--- src/rtl/gl_prim_assembly.sv ---
// gl_prim_assembly
//   Primitive assembly after the viewport transform. Groups incoming
//   window-space vertices (with colours) into triangles according to the
//   glBegin mode latched at begin_en, and hands one triangle at a time to the
//   rasterizer over a valid/ready handshake. Data words pass bit-exact.
// Ports
//   clk, reset            : clock, synchronous active-high reset
//   begin_en, end_en      : glBegin / glEnd pulses (begin_en wins if both)
//   prim_mode             : 0 list, 1 strip, 2 fan, 3 treated as list
//   vert_valid/vert_ready : vertex input handshake, vertex_in + color_in
//   tri_valid/tri_ready   : triangle output handshake, tri_v0..2 + tri_c0..2
//   active                : high between begin_en and end_en
module gl_prim_assembly #(
    parameter int unsigned VERT_W  = 96,
    parameter int unsigned COLOR_W = 96
) (
    input  logic               clk,
    input  logic               reset,
    input  logic               begin_en,
    input  logic               end_en,
    input  logic [1:0]         prim_mode,
    input  logic               vert_valid,
    output logic               vert_ready,
    input  logic [VERT_W-1:0]  vertex_in,
    input  logic [COLOR_W-1:0] color_in,
    output logic               tri_valid,
    input  logic               tri_ready,
    output logic [VERT_W-1:0]  tri_v0,
    output logic [VERT_W-1:0]  tri_v1,
    output logic [VERT_W-1:0]  tri_v2,
    output logic [COLOR_W-1:0] tri_c0,
    output logic [COLOR_W-1:0] tri_c1,
    output logic [COLOR_W-1:0] tri_c2,
    output logic               active
);

    localparam logic [1:0] ModeList  = 2'd0;
    localparam logic [1:0] ModeStrip = 2'd1;
    localparam logic [1:0] ModeFan   = 2'd2;

    logic               active_q, active_d;
    logic [1:0]         mode_q, mode_d;
    logic [1:0]         count_q, count_d;
    logic               parity_q, parity_d;
    logic [VERT_W-1:0]  a_v_q, a_v_d, b_v_q, b_v_d;
    logic [COLOR_W-1:0] a_c_q, a_c_d, b_c_q, b_c_d;
    logic               tri_valid_q, tri_valid_d;
    logic [VERT_W-1:0]  v0_q, v0_d, v1_q, v1_d, v2_q, v2_d;
    logic [COLOR_W-1:0] c0_q, c0_d, c1_q, c1_d, c2_q, c2_d;
    logic               accept;
    logic               swap;

    // A new vertex may only enter when the output register is free or is
    // being drained this same cycle, so an emit never overwrites a triangle.
    assign vert_ready = active_q & ~begin_en & ~end_en & (~tri_valid_q | tri_ready);
    assign accept     = vert_valid & vert_ready;
    // Odd strip triangles swap the first two vertices to keep winding consistent.
    assign swap       = (mode_q == ModeStrip) & parity_q;

    always_comb begin
        active_d    = active_q;
        mode_d      = mode_q;
        count_d     = count_q;
        parity_d    = parity_q;
        a_v_d       = a_v_q;
        a_c_d       = a_c_q;
        b_v_d       = b_v_q;
        b_c_d       = b_c_q;
        tri_valid_d = tri_valid_q & ~tri_ready;
        v0_d        = v0_q;
        v1_d        = v1_q;
        v2_d        = v2_q;
        c0_d        = c0_q;
        c1_d        = c1_q;
        c2_d        = c2_q;

        if (accept) begin
            case (count_q)
                2'd0: begin
                    a_v_d   = vertex_in;
                    a_c_d   = color_in;
                    count_d = 2'd1;
                end
                2'd1: begin
                    b_v_d   = vertex_in;
                    b_c_d   = color_in;
                    count_d = 2'd2;
                end
                default: begin
                    tri_valid_d = 1'b1;
                    v0_d        = swap ? b_v_q : a_v_q;
                    c0_d        = swap ? b_c_q : a_c_q;
                    v1_d        = swap ? a_v_q : b_v_q;
                    c1_d        = swap ? a_c_q : b_c_q;
                    v2_d        = vertex_in;
                    c2_d        = color_in;
                    case (mode_q)
                        ModeStrip: begin
                            a_v_d    = b_v_q;
                            a_c_d    = b_c_q;
                            b_v_d    = vertex_in;
                            b_c_d    = color_in;
                            parity_d = ~parity_q;
                        end
                        ModeFan: begin
                            b_v_d = vertex_in;
                            b_c_d = color_in;
                        end
                        default: count_d = 2'd0;
                    endcase
                end
            endcase
        end

        // Mode changes never touch a pending triangle; it still transfers.
        if (begin_en) begin
            active_d = 1'b1;
            mode_d   = (prim_mode == 2'd3) ? ModeList : prim_mode;
            count_d  = 2'd0;
            parity_d = 1'b0;
        end else if (end_en) begin
            active_d = 1'b0;
            count_d  = 2'd0;
            parity_d = 1'b0;
        end
    end

    always_ff @(posedge clk) begin
        if (reset) begin
            active_q    <= 1'b0;
            mode_q      <= ModeList;
            count_q     <= 2'd0;
            parity_q    <= 1'b0;
            a_v_q       <= '0;
            a_c_q       <= '0;
            b_v_q       <= '0;
            b_c_q       <= '0;
            tri_valid_q <= 1'b0;
            v0_q        <= '0;
            v1_q        <= '0;
            v2_q        <= '0;
            c0_q        <= '0;
            c1_q        <= '0;
            c2_q        <= '0;
        end else begin
            active_q    <= active_d;
            mode_q      <= mode_d;
            count_q     <= count_d;
            parity_q    <= parity_d;
            a_v_q       <= a_v_d;
            a_c_q       <= a_c_d;
            b_v_q       <= b_v_d;
            b_c_q       <= b_c_d;
            tri_valid_q <= tri_valid_d;
            v0_q        <= v0_d;
            v1_q        <= v1_d;
            v2_q        <= v2_d;
            c0_q        <= c0_d;
            c1_q        <= c1_d;
            c2_q        <= c2_d;
        end
    end

    assign active    = active_q;
    assign tri_valid = tri_valid_q;
    assign tri_v0    = v0_q;
    assign tri_v1    = v1_q;
    assign tri_v2    = v2_q;
    assign tri_c0    = c0_q;
    assign tri_c1    = c1_q;
    assign tri_c2    = c2_q;

endmodule

--- config.mk ---
export PLATFORM = sky130hd
export DESIGN_NAME = gl_prim_assembly
export DESIGN_NICKNAME = d
export VERILOG_FILES = /design/src/rtl/gl_prim_assembly.sv
export SDC_FILE = /design/constraint.sdc
export NUM_CORES = 2
export LEC_CHECK = 0
export ABC_CLOCK_PERIOD_IN_PS = 1700
export CAP_MARGIN = 20
export CELL_PAD_IN_SITES_DETAIL_PLACEMENT = 0
export CELL_PAD_IN_SITES_GLOBAL_PLACEMENT = 1
export CORE_MARGIN = 5
export CORE_UTILIZATION = 35
export DETAILED_ROUTE_END_ITERATION = 6
export PLACE_DENSITY_LB_ADDON = 0.1
export SYNTH_ARGS = -nofsm -noshare
export SYNTH_HDL_FRONTEND = slang
export SYNTH_SLANG_ARGS = --single-unit
--- constraint.sdc ---
create_clock -name clk -period 1.7 [get_ports clk]
set_input_delay 0.34 -clock clk [delete_from_list [all_inputs] [get_ports clk]]
set_output_delay 0.34 -clock clk [all_outputs]
set_load 0.005 [all_outputs]
Yosys cells after proc, flatten, opt, wreduce, memory -nomap -nowiden
Cells that the tools add are included.

word-level totals
  register bits after elaboration = 967
  latch bits = 0
  bits in writable memories = 0
  bits in read-only memories = 0
  output and inout bits = 579
  memories = 0

operators by class
  $add $sub $neg = 0
  multipliers = 0
  divide/modulo/power cells = 0
  order comparisons = 0
  eq/ne operators = 5
  shift-type cells = 0
  multiplexer cells = 19
  bitwise logic cells = 15
  reduce and logical (&&, ||, !) cells = 12

operators by type and width
  operator              number
  $mux W96              8
  $pmux W96 S2          4
  $reduce_and A3 Y1     3
  $not A1 Y1            8
  $and A1 B1 Y1         6
  $reduce_bool A2 Y1    3
  $eq A2 B1 Y1 const B  2
  $eq A2 B2 Y1 const B  2
  $mux W1               4
  $mux W2               2
  $pmux W2 S2           1
  $reduce_and A2 Y1     2
  $reduce_or A2 Y1      2
  $ne A3 B1 Y1 const B  1
  $reduce_or A3 Y1      1
  $logic_not A2 Y1      1
  $or A1 B1 Y1          1

Depth between registers and ports, before layout
  depth after elaboration = 6
  depth in mapped cells = 8

Least setup slack after synthesis
Ideal clock, no wire load.

  kind = input to output
  from = input port tri_ready
  to = output port vert_ready
  arrival = 1.440 ns
  required time = 1.360 ns
  slack = -0.080 ns
  stages on the path = 7
  path buffers = 4
  cells stage by stage = nand2b_1 clkbuf_1 buf_2 buf_2 buf_1 nand2_1 nor3_1

between the ends
  word-level cells in the longest chain between the ends = 2

ends and longest elaborated chain
  what           RTL line  RTL
  from (decl)    27        input logic tri_ready,
  $or A1 B1 Y1   55        assign vert_ready = active_q & ~begin_en & ~end_en & (~tri_valid_q | tri_ready);
  $and A1 B1 Y1  55
  to (decl)      23        output logic vert_ready,

No other way between the ends.

Final worst setup path
  from = register active_q, in the netlist active
  to = register c0_q[82], in the netlist tri_c0[82]

between the ends
  word-level cells in the longest chain between the ends = 5

ends and longest elaborated chain
  what                                RTL line  RTL
  from (decl)                         41        logic active_q, active_d;
  from (signal assigned)              146       active_q <= active_d;
  $and A1 B1 Y1 (3 in series)         55
  $and A1 B1 Y1                       56        assign accept = vert_valid & vert_ready;
  $reduce_and A2 Y1 (no source line)  n/a
  to (signal assigned)                142       c0_q <= '0;
  to (signal assigned)                158       c0_q <= c0_d;
  to (decl)                           49        logic [COLOR_W-1:0] c0_q, c0_d, c1_q, c1_d, c2_q, c2_d;

No other way between the ends.
A chain may end at the register's enable or synchronous reset.

==> results.toml <==
[timing]
hold_ws_ns = 0.205
tns_ns = -139.74
rsz0062_at_grt = "yes"
min_period_ns = 2.01
min_period_over_period_pct = 118
skew_ns = 0.0327
slew-limit-headroom_pct = 57.1
finalSetupViolCount = 960
slew_violations = 0
hold_violations = 0
fmax_ghz = 0.498
tightest_slew_ns = 0.643
fin_ws_ns = -0.308

[clock_network]
clkTransAtPathRegs_ns = 0.06
cts_tree = "done"
clk_latency_ns = 0.74
cts_made_buffers = 116
clock-sinks = 967
cts-root-buf = "clkbuf_16"
clockBufferDepth = 3
htree_levels = 3

[setup_path]
r2r_setup_slack_ns = -0.31
reg2regPathDepth = 9
critPathLaunchType = "flop"
cp_max_fo = 6
critPathKind = "flop to flop"
startpoint = "active"
cp-end-kind = "flop"
crit_arrival_ns = 2.62
crit_required_ns = 2.32
endpoint = "tri_c0[82]"
r2r_start = "active"
r2r-end = "tri_c0[82]"

[synthesis]
synth_top_cell_area_share_pct = 41.9
netlist_area_mm2 = 0.0462
yosysSeqAreaShare_pct = 41.9
synthCells = 5321
synth-edff-count = 0
synth_cell_types = 36
yosys-top-cells-count = "967 x dfxtp_1, 771 x nand2_1, 457 x clkbuf_1, 390 x a21oi_1, 387 x nand2b_1"
syn_nets = 5522
yosys.area.top_type = "dfxtp_1"
syn_area_per_cell_um2 = 8.68
yosysWarnings = 0
yosys.cell_count.top_type = "dfxtp_1"
yosys-top-cells-area = "dfxtp_1 42%, a311oi_1 7.3%, nand2_1 6.3%"
ys_ff_latch = 967
async_flop_share_pct = 0
synthFlopType = "dfxtp_1"

[final_layout]
nFillCells = 11881
multi_input_area_mm2 = 0.0262
final_util_pct = 53.5
drive_above_1_share_pct = 31.2
syn_to_final_growth_pct = 52.2
seq_area_mm2 = 0.0199
nets = 6481
layout.cells.non_filler = 8140

[global_route]
grt_usage_pct = 26.6
grt_pass1_wl_um = 295000
grt_max_degree = 112
gr-total-overflow = 0
first_global_vias = 43830
antenna_found_initial = 15

[pwr]
p_per_area_mw_per_mm2 = 739
peakVddDrop_mv = 0.799
total_power_mw = 52.0
p_leak_nw = 25.0

[die]
initial_utilization_pct = 35.2
chipWidth_um = 373
rows = 133
die_area_mm2 = 0.139
fp.dieH_um = 373
io_pins = 779
core_mm2 = 0.131

[route]
dr.pass1.iters = 7
via_per_inst = 5.71
wl_um = 211000
drt_iter0_markers = 4273
postRouteAntennaNets = 0
wl_per_cell_um = 26.0
drc = 0
vias = 46520

[worst_hold_path]
min_path_type = "primary input to flop"

[flow_run]
drv_cap = 0

[outcome]
violations = "negative setup slack"
status = "finished, violations left"

[placement]
gp_congestion = 0.815
hpwl_um = 125000
place_inst = 7652
port_buffers = 778
cells by family (layout without fill, tap and decap cells):
kind of cell,after synthesis,in the layout,synth area share (%)
DFF,967,967,41.9
AOI/OAI and AO/OA,1547,1547,22.0
buffers and inverters,667,1720,6.48
adders and majority gates,1,1,0.0271
muxes,384,384,8.84
other,0,11,0
and+or+nand+nor,1755,1755,20.7
power breakdown:
part / internal (mW) / switching (mW)
sequential: 22.6 / 0.0554
clock: 15.3 / 10.6
combinational: 1.70 / 1.75
worst min-delay path by stage:
| stage | end | cells past startpoint | start | slack (ns) |
|---|---|---|---|---|
| 2_1_floorplan | mode_q[1] | 2 | mode_q[1] | 0.45 |
| 3_3_place_gp | tri_c2[17] | 2 | tri_c2[17] | 0.45 |
| 3_5_place_dp | tri_v2[30] | 2 | tri_v2[30] | 0.46 |
| 4_1_cts | tri_v1[57] | 5 | vert_valid | 0.14 |
| 5_1_grt | tri_v1[57] | 5 | vert_valid | 0.20 |
| 6_report | tri_v1[57] | 5 | vert_valid | 0.20 |
per-stage QoR:
| step | cell area [um^2] | worst slack, ns |
|---|---|---|
| 2_1_floorplan | 46200 | -0.00729 |
| 3_3_place_gp | 58500 | -0.747 |
| 3_5_place_dp | 58500 | -0.773 |
| 4_1_cts | 65900 | -0.344 |
| 5_1_grt | 70300 | -0.346 |
| 6_report | 70300 | -0.308 |
registers in the layout, indices dropped and copies added (netlist names), 96 cells and up:
signal,cells
tri_c0,96
a_v_q,96
b_c_q,96
tri_v2,96
tri_c2,96
b_v_q,96
tri_v0,96
a_c_q,96
tri_v1,96
tri_c1,96
worst max-delay path, stage by stage, from the launching register on:
cell and delay, ns:
dfxtp_4 0.35, buf_6 0.09, buf_6 0.09, and4bb_4 0.27, buf_12 0.18, buf_16 0.18
buf_16 0.18, buf_8 0.14, a31oi_4 0.08, a311oi_1 0.30
final cells by class:
| cell class | count | area share (%) |
|---|---|---|
| Multi-Input combinational cell | 3687 | 37.2 |
| Inverter | 3 | 0.0267 |
| Clock buffer | 178 | 5.03 |
| Clock inverter | 34 | 0.554 |
| Tap cell | 1755 | 3.12 |
| Sequential cell | 967 | 28.3 |
| Timing Repair Buffer | 1505 | 25.7 |
| Antenna cell | 11 | 0.0392 |
layout by cell type, fill, tap and decap left out, types with 13 or more instances in the layout:
cell / instances
mux2_2: 13
clkbuf_16: 185
a21oi_1: 375
buf_6: 47
buf_4: 334
dfxtp_4: 78
dlygate4sd2_1: 104
buf_2: 135
clkdlybuf4s15_1: 253
nand4_1: 192
a311oi_1: 302
dfxtp_1: 685
clkbuf_8: 40
clkinv_2: 21
clkbuf_1: 22
dfxtp_2: 204
mux2i_1: 192
a31oi_4: 67
a21oi_2: 15
a311oi_2: 82
buf_16: 89
a31oi_1: 317
nand2_1: 769
o31ai_1: 191
clkdlybuf4s50_1: 197
buf_8: 37
or3b_2: 192
mux2_4: 176
clkdlybuf4s15_2: 85
buf_12: 144
nor2b_1: 193
o21ai_0: 192
nand2b_1: 386
per-layer routing:
layer / vias to the layer above / share of wire, % / track usage [%]
li1: 21517 / - / -
met1: 23057 / 44 / 36.2
met2: 1636 / 46 / 42.7
met3: 308 / 6.4 / 5.24
met4: 2 / 3.2 / 8.29
met5: - / 0.0062 / 0
timing repair:
action | 4_1_cts | 5_1_grt
setup endpoints to repair | 1526 | 971
hold buffers | 1 | 0
hold endpoints to repair | 2 | 0
pin swaps | 62 | 230
setup buffers | 72 | 59
gates resized for setup | 2072 | 348
cloned | 61 | 92
Power figures use the tool's default switching activity.
